--- src/rtl/bnn_pkg.sv ---
// Shared types and constants for the time-multiplexed BNN neuron sequencer.
package bnn_pkg;

    localparam int unsigned BYTE_W = 8;

    typedef enum logic [2:0] {
        IDLE,
        LOAD_ACT,
        LOAD_W,
        LOAD_THR,
        DONE
    } state_t;

    function automatic int unsigned bytes_per_vec(input int unsigned bits);
        return bits / BYTE_W;
    endfunction

endpackage

--- src/rtl/bnn_xnor_pop8.sv ---
// Shared datapath slice: popcount of the bitwise XNOR of one activation byte and one weight byte.
module bnn_xnor_pop8
    import bnn_pkg::*;
(
    input  logic [BYTE_W-1:0] act,
    input  logic [BYTE_W-1:0] weight,
    output logic [3:0]        pop_c
);

    logic [BYTE_W-1:0] match;

    always_comb begin
        match = ~(act ^ weight);
        pop_c = '0;
        for (int i = 0; i < int'(BYTE_W); i++) begin
            pop_c = pop_c + 4'(match[i]);
        end
    end

endmodule

--- src/rtl/bnn_neuron_sequencer.sv ---
// Byte-stream controller that evaluates N_NEURONS binary neurons one after another
// over a single XNOR-popcount slice and thresholds each total to one output bit.
module bnn_neuron_sequencer
    import bnn_pkg::*;
#(
    parameter int unsigned IN_BITS   = 16,
    parameter int unsigned N_NEURONS = 4,
    parameter int unsigned CNT_W     = $clog2(IN_BITS + 1)
) (
    input  logic                 clk,
    input  logic                 rst,
    input  logic                 start,
    input  logic                 in_valid,
    input  logic [7:0]           in_data,
    output logic                 in_ready,
    output logic                 busy,
    output logic                 out_valid,
    output logic [N_NEURONS-1:0] out_bits
);

    localparam int unsigned BYTES = bytes_per_vec(IN_BITS);
    localparam int unsigned BC_W  = (BYTES > 1) ? $clog2(BYTES) : 1;
    localparam int unsigned NI_W  = (N_NEURONS > 1) ? $clog2(N_NEURONS) : 1;

    state_t state;
    state_t next_state;

    logic [BC_W-1:0]    byte_cnt;
    logic [NI_W-1:0]    neuron;
    logic [CNT_W-1:0]   acc;
    logic [IN_BITS-1:0] act_buf;

    logic              xfer_c;
    logic              last_byte_c;
    logic              last_neuron_c;
    logic              thr_hit_c;
    logic [BYTE_W-1:0] act_byte_c;
    logic [3:0]        pop_c;

    assign xfer_c        = in_valid && in_ready;
    assign last_byte_c   = (byte_cnt == BC_W'(BYTES - 1));
    assign last_neuron_c = (neuron == NI_W'(N_NEURONS - 1));
    // Compare in 9 bits so thresholds above IN_BITS are never truncated.
    assign thr_hit_c     = (9'(acc) >= 9'(in_data));

    always_comb begin
        act_byte_c = '0;
        for (int i = 0; i < int'(BYTES); i++) begin
            if (byte_cnt == BC_W'(i)) begin
                act_byte_c = act_buf[i*BYTE_W +: BYTE_W];
            end
        end
    end

    bnn_xnor_pop8 u_pop (
        .act    (act_byte_c),
        .weight (in_data),
        .pop_c  (pop_c)
    );

    always_ff @(posedge clk) begin
        if (rst) begin
            state <= IDLE;
        end else begin
            state <= next_state;
        end
    end

    always_comb begin
        next_state = state;
        case (state)
            IDLE:     if (start) next_state = LOAD_ACT;
            LOAD_ACT: if (xfer_c && last_byte_c) next_state = LOAD_W;
            LOAD_W:   if (xfer_c && last_byte_c) next_state = LOAD_THR;
            LOAD_THR: if (xfer_c) next_state = last_neuron_c ? DONE : LOAD_W;
            DONE:     next_state = IDLE;
            default:  next_state = IDLE;
        endcase
    end

    // Handshake/status flags are registered decodes of the upcoming state.
    always_ff @(posedge clk) begin
        if (rst) begin
            in_ready  <= 1'b0;
            busy      <= 1'b0;
            out_valid <= 1'b0;
        end else begin
            in_ready  <= (next_state == LOAD_ACT) || (next_state == LOAD_W) ||
                         (next_state == LOAD_THR);
            busy      <= (next_state != IDLE);
            out_valid <= (next_state == DONE);
        end
    end

    always_ff @(posedge clk) begin
        if (rst) begin
            byte_cnt <= '0;
            neuron   <= '0;
            acc      <= '0;
            act_buf  <= '0;
            out_bits <= '0;
        end else begin
            if (state == IDLE && start) begin
                byte_cnt <= '0;
                neuron   <= '0;
                acc      <= '0;
            end
            if (xfer_c) begin
                byte_cnt <= (next_state != state) ? '0 : byte_cnt + BC_W'(1);
                case (state)
                    LOAD_ACT: begin
                        for (int i = 0; i < int'(BYTES); i++) begin
                            if (byte_cnt == BC_W'(i)) begin
                                act_buf[i*BYTE_W +: BYTE_W] <= in_data;
                            end
                        end
                        if (last_byte_c) begin
                            neuron <= '0;
                            acc    <= '0;
                        end
                    end
                    LOAD_W: acc <= acc + CNT_W'(pop_c);
                    LOAD_THR: begin
                        for (int n = 0; n < int'(N_NEURONS); n++) begin
                            if (neuron == NI_W'(n)) begin
                                out_bits[n] <= thr_hit_c;
                            end
                        end
                        acc <= '0;
                        if (!last_neuron_c) begin
                            neuron <= neuron + NI_W'(1);
                        end
                    end
                    default: ;
                endcase
            end
        end
    end

endmodule

--- config.mk ---
export PLATFORM = sky130hd
export DESIGN_NAME = bnn_neuron_sequencer
export DESIGN_NICKNAME = d
export VERILOG_FILES = /design/src/rtl/bnn_pkg.sv /design/src/rtl/bnn_xnor_pop8.sv /design/src/rtl/bnn_neuron_sequencer.sv
export SDC_FILE = /design/constraint.sdc
export NUM_CORES = 1
export LEC_CHECK = 0
export CAP_MARGIN = 25
export CELL_PAD_IN_SITES_DETAIL_PLACEMENT = 1
export CELL_PAD_IN_SITES_GLOBAL_PLACEMENT = 1
export CORE_ASPECT_RATIO = 0.7
export CORE_MARGIN = 2
export CORE_UTILIZATION = 45
export CTS_BUF_LIST = sky130_fd_sc_hd__clkbuf_2 sky130_fd_sc_hd__clkbuf_4 sky130_fd_sc_hd__clkbuf_8
export DETAILED_ROUTE_END_ITERATION = 10
export PLACE_DENSITY_LB_ADDON = 0.3
export SLEW_MARGIN = 25
export SYNTH_ARGS = -nofsm -noshare
export SYNTH_HDL_FRONTEND = slang
export SYNTH_SLANG_ARGS = --single-unit
--- constraint.sdc ---
create_clock -name clk -period 5.74 [get_ports clk]
set_input_delay 1.148 -clock clk [delete_from_list [all_inputs] [get_ports clk]]
set_output_delay 1.148 -clock clk [all_outputs]
set_load 0.01 [all_outputs]
# After elaboration in Yosys (flattened, before gate mapping)
# Index checks and enable logic that the tools add are counted.
[word_totals]
in_bits = 12
output_inout_bits = 7
regBits = 34
[op_classes]
n_addsub = 10
n_mux = 19
n_eq_ne = 11
magnitude_cmp = 1
n_bitwise = 3
reduce_logical = 15
[op_table]
columns = ["cell", "n"]
rows = [
  ["adder 4 x 1 -> 4 bit", 6],
  ["AND reduction 3 bit", 6],
  ["2-to-1 mux 3 bit", 5],
  ["2-to-1 mux 5 bit", 3],
  ["case mux 5 bit (3 select lines)", 1],
  ["== test 3 x 2 -> 1 bit (second input constant)", 4],
  ["case mux 3 bit (4 select lines)", 1],
  [">= comparator 5 x 8 -> 1 bit", 1],
  ["2-to-1 mux 2 bit", 4],
  ["2-to-1 mux 8 bit", 1],
  ["inverter 8 bit", 1],
  ["bitwise XOR 8 bit", 1],
  ["== test 3 x 1 -> 1 bit (second input constant)", 2],
  ["adder 5 x 4 -> 5 bit", 1],
  ["== test 2 bit (second input constant)", 2],
  ["case mux 2 bit (2 select lines)", 1],
  ["== test 3 bit (second input constant)", 1],
  ["logical AND 1 bit", 3],
  ["logical NOT 3 bit", 1],
  ["2-to-1 mux 1 bit", 3],
  ["!= test 3 bit", 1],
  ["nonzero test 3 bit", 1],
  ["adder 1 x 1 -> 2 bit", 1],
  ["adder 2 x 1 -> 2 bit (second input constant)", 1],
  ["6 further kinds", 7],
]

# Longest topological paths before layout
[depth]
ltp_word = 13
ltp_mapped = 18
ltp_nobuf = 16

# Cells and area by module
# Synthesis repeated with hierarchy kept, for this count alone.
[unflattened]
cells_unflattened = 237
hier_area_um2 = 2205.9
[modules_own_cells]
columns = ["mod", "seq_area_each_um2", "cells_per_inst", "area_per_inst_um2", "n_inst"]
rows = [
  ["bnn_neuron_sequencer", 680.7, 212, 1971.9, 1],
  ["bnn_xnor_pop8", 0.0, 25, 234.0, 1],
]

# Worst setup path after synthesis
# No wires, ideal clock.
[synth_path]
path_kind = "input port to flip-flop"
from = "in in_data[1]"
to = "reg acc[4]"
setup_time_ps = 72
setup_slack_ps = 1023
arrival_ps = 4645
cell_stages = 15
cell_sequence = "inv_1 -> xnor2_1 -> ha_1 -> inv_1 -> fa_1 -> fa_1 -> inv_1 -> fa_1 -> inv_1 -> fa_1 -> fa_1 -> nor2b_1 -> o21ai_0 -> a211o_1 -> mux2i_1"
[synth_via]
elab_chain_cells = 12
[synth_rtl]
columns = ["item", "line_no", "text"]
rows = [
  ["start, declared", "bnn_neuron_sequencer.sv:14", "input logic [7:0] in_data,"],
  ["bitwise XOR 8 bit", "bnn_xnor_pop8.sv:13", "match = ~(act ^ weight);"],
  ["inverter 8 bit", "bnn_xnor_pop8.sv:13", ""],
  ["adder 1 x 1 -> 2 bit", "bnn_xnor_pop8.sv:16", "pop_c = pop_c + 4'(match[i]);"],
  ["adder 4 x 1 -> 4 bit (6 in series)", "bnn_xnor_pop8.sv:16", ""],
  ["adder 5 x 4 -> 5 bit", "bnn_neuron_sequencer.sv:122", "LOAD_W: acc <= acc + CNT_W'(pop_c);"],
  ["case mux 5 bit (3 select lines)", "bnn_neuron_sequencer.sv:110", "case (state)"],
  ["2-to-1 mux 5 bit", "bnn_neuron_sequencer.sv:108", "if (xfer_c) begin"],
  ["end signal, assigned", "bnn_neuron_sequencer.sv:122", ""],
  ["end, declared", "bnn_neuron_sequencer.sv:30", "logic [CNT_W-1:0] acc;"],
]
# Every way passes these cells.
# A chain may end at the register's enable or synchronous reset.

# Worst setup path after layout
# Same ends and word-level chain as after synthesis.

==> flow_metrics.env <==
export IMPL_netlist_instances=210
export IMPL_period_share_pct=89.4
export IMPL_yosys_warnings=0
export IMPL_synth_distinct_cells=39
export IMPL_synth_top_family_by_area="simple AND/OR/NAND/NOR gates"
export IMPL_outcome="finished clean"
export IMPL_ys_flop_type="dfxtp_1"
export IMPL_firstDrtPassIters=4
export IMPL_finalInstanceArea_sq_um=2320
export IMPL_placed_cell_area_sq_um=2240
export IMPL_drc_errors=0
export IMPL_clkSinkCount=34
export IMPL_r2r_setup_slack_ns=1.36
export IMPL_hold_slack_ns=0.493
export IMPL_die_x_um=83.7
export IMPL_clockRootBuffer="clkbuf_8"
export IMPL_start_util_pct=46.5
export IMPL_r2r_end="acc[4]"
export IMPL_synth_nets=243
export IMPL_end_kind="flop"
export IMPL_final_cell_mix="34 x dfxtp_1, 26 x mux2i_1, 25 x nor2_1, 18 x inv_1, 18 x clkdlybuf4s50_1"
export IMPL_max_cap_violations=0
export IMPL_yosysSeqAreaShare_pct=34.0
export IMPL_cts_resized=0
export IMPL_synth_simple_area_share_pct=16.8
export IMPL_via_count=1471
export IMPL_synth_xor_area_share_pct=4.82
export IMPL_grt_pass1_wl_mm=7.68
export IMPL_cts_path_max_buffers=2
export IMPL_insertion_delay_ns=0.29
export IMPL_antenna_found_initial=0
export IMPL_fin_crit_ns=5.13
export IMPL_drive_above_1_share_pct=7.89
export IMPL_path_max_fanout=3
export IMPL_cts_max_level=2
export IMPL_rsz0062_at_grt="false"
export IMPL_max_vdd_ir_drop_mv=0.136
export IMPL_dieArea_sq_um=5000
export IMPL_postCtsSetupRepairBufs=0
export IMPL_path_class="primary input to flop"
export IMPL_ant_nets=0
export IMPL_p_leak_nw=0.898
export IMPL_postCtsHoldBufs=0
export IMPL_async_flop_share_pct=0
export IMPL_synth_edf_count=0
export IMPL_timing_rr_start="byte_cnt"
export IMPL_synthAdderAreaFrac_pct=15.0
export IMPL_ys_ff_latch=34
export IMPL_max_freq_mhz=195
export IMPL_cts_buffers=5
export IMPL_diodes=0
export IMPL_grt_usage_pct=20.6
export IMPL_pin_count=19
export IMPL_place_hpwl_mm=3.23
export IMPL_relSlewSlack_pct=45.8
export IMPL_place_port_buffers=18
export IMPL_routed_via_density=5.20
export IMPL_drtIter0Drc=45
export IMPL_num_rows=20
export IMPL_final_common_cell="dfxtp_1"
export IMPL_regArea_sq_um=681
export IMPL_worstPathRequired_ns=5.96
export IMPL_worstHoldPathCells=2
export IMPL_place_inst=277
export IMPL_fin_nets=262
export IMPL_fp_coreArea_sq_um=4300
export IMPL_grt_max_degree=31
export IMPL_hold_path_end="act_buf[1]"
export IMPL_final_cell_count_no_fill=283
export IMPL_tns_ns=0
export IMPL_drv_slew=0
export IMPL_setup_viol=0
export IMPL_critPathLaunchType="primary input"
export IMPL_grt_overflow_total=0
export IMPL_wl_per_cell_um=15.6
export IMPL_fp_dieH_um=59.8
export IMPL_power_density_nw_per_um2=225
export IMPL_hold_viol=0
export IMPL_tightest_slew_ns=0.807
export IMPL_gp_congestion=0.800
export IMPL_min_from="act_buf[1]"
export IMPL_multi_input_area_sq_um=1220
export IMPL_clkTransAtPathRegs_ns=0.06
export IMPL_drt_wl_total_mm=4.43
export IMPL_synth_mux_area_share_pct=13.6
export IMPL_synthToLayoutAreaGrowth_pct=15.9
export IMPL_n_fill_cell=499
export IMPL_synth_compound_area_share_pct=10.4
export IMPL_syn_avg_cell_area_sq_um=9.53
export IMPL_syn_area_sq_um=2000
export IMPL_tritoncts="built"
export IMPL_worst_hold_path_type="flop to flop"
export IMPL_grt_pass1_vias=1530
export IMPL_fin_skew_ns=0.00896
export IMPL_arrival_ns=5.35
export IMPL_ff2ff_path_depth=14
-- how the worst max path moves through the flow --
stage          endpoint        from
4_1_cts          acc[4]  in_data[1]
3_3_place_gp     acc[4]  in_data[1]
3_5_place_dp     acc[4]  in_data[1]
5_1_grt          acc[4]  in_data[1]
2_1_floorplan    acc[4]  in_data[1]
6_report         acc[4]  in_data[1]
-- critical path: stages --
cell and delay [ns]:
clkdlybuf4s50_1 0.49, inv_1 0.08, xnor2_1 0.13, ha_1 0.27
inv_1 0.05, fa_1 0.50, fa_1 0.55, inv_1 0.05
fa_1 0.43, inv_1 0.08, fa_1 0.45, fa_1 0.45
nor2b_1 0.12, o21ai_0 0.12, a211o_1 0.32, mux2i_1 0.12
-- cell type report --
type,count,share of cell area [%]
Inverter,18,2.91
Multi-Input combinational cell,149,52.5
Sequential cell,34,29.3
Timing Repair Buffer,21,8.74
Clock buffer,6,3.56
Tap cell,55,2.97
-- registers in the layout, indices dropped and copies added (netlist names) --
| register | count |
|---|---|
| acc | 5 |
| out_bits | 4 |
| act_buf | 16 |
| in_ready | 1 |
| byte_cnt | 1 |
| busy | 1 |
| neuron | 2 |
| state | 3 |
| out_valid | 1 |
-- synthesized netlist by cell type (all sizes together), types with 3 or more instances --
library cell / number / area (sq um)
mux2i: 26 / 260
nand2: 6 / 22.5
dfxtp: 34 / 681
nand2b: 5 / 31.3
nor4b: 3 / 32.5
buf: 6 / 30.0
clkbuf: 3 / 11.3
a21oi: 10 / 50.1
fa: 5 / 100
ha: 16 / 200
nor2: 26 / 100
xnor2: 9 / 78.8
inv: 18 / 67.6
nor3: 5 / 25.0
a31o: 3 / 26.3
a22o: 3 / 26.3
nor2b: 5 / 31.3
-- power breakdown --
group	internal, mW	total [mW]	switching, mW
Clock	0.0925	0.177	0.0847
Combinational	0.0479	0.102	0.0537
Sequential	0.239	0.243	0.00356
Total	0.379	0.521	0.142
-- cells by family after synthesis --
| kind of cell | count (synthesis) |
|---|---|
| AO/OA/AOI/OAI | 30 |
| adder cells (fa/ha/maj) | 21 |
| multiplexers | 27 |
| buffers and inverters | 27 |
| XOR/XNOR | 11 |
| AND/OR/NAND/NOR | 60 |
| flip-flops | 34 |
-- layer usage --
layer	GRT usage, %	vias up	part of all wire, %
met5	0	-	0
met4	8.29	0	1.8
met3	6.22	7	3.0
met2	30.6	17	43
met1	28.3	685	53
li1	-	762	-
-- per-stage QoR --
step / util, % / worst slack, ns / power (mW)
4_1_cts: 53.9 / 0.585 / 0.530
5_1_grt: 53.9 / 0.408 / 0.551
3_3_place_gp: 52.0 / 0.386 / 0.346
6_report: 53.9 / 0.610 / 0.521
3_5_place_dp: 52.0 / 0.292 / 0.351
2_1_floorplan: - / 1.02 / 0.318
Note: power is estimated with default switching activity, not from simulation.
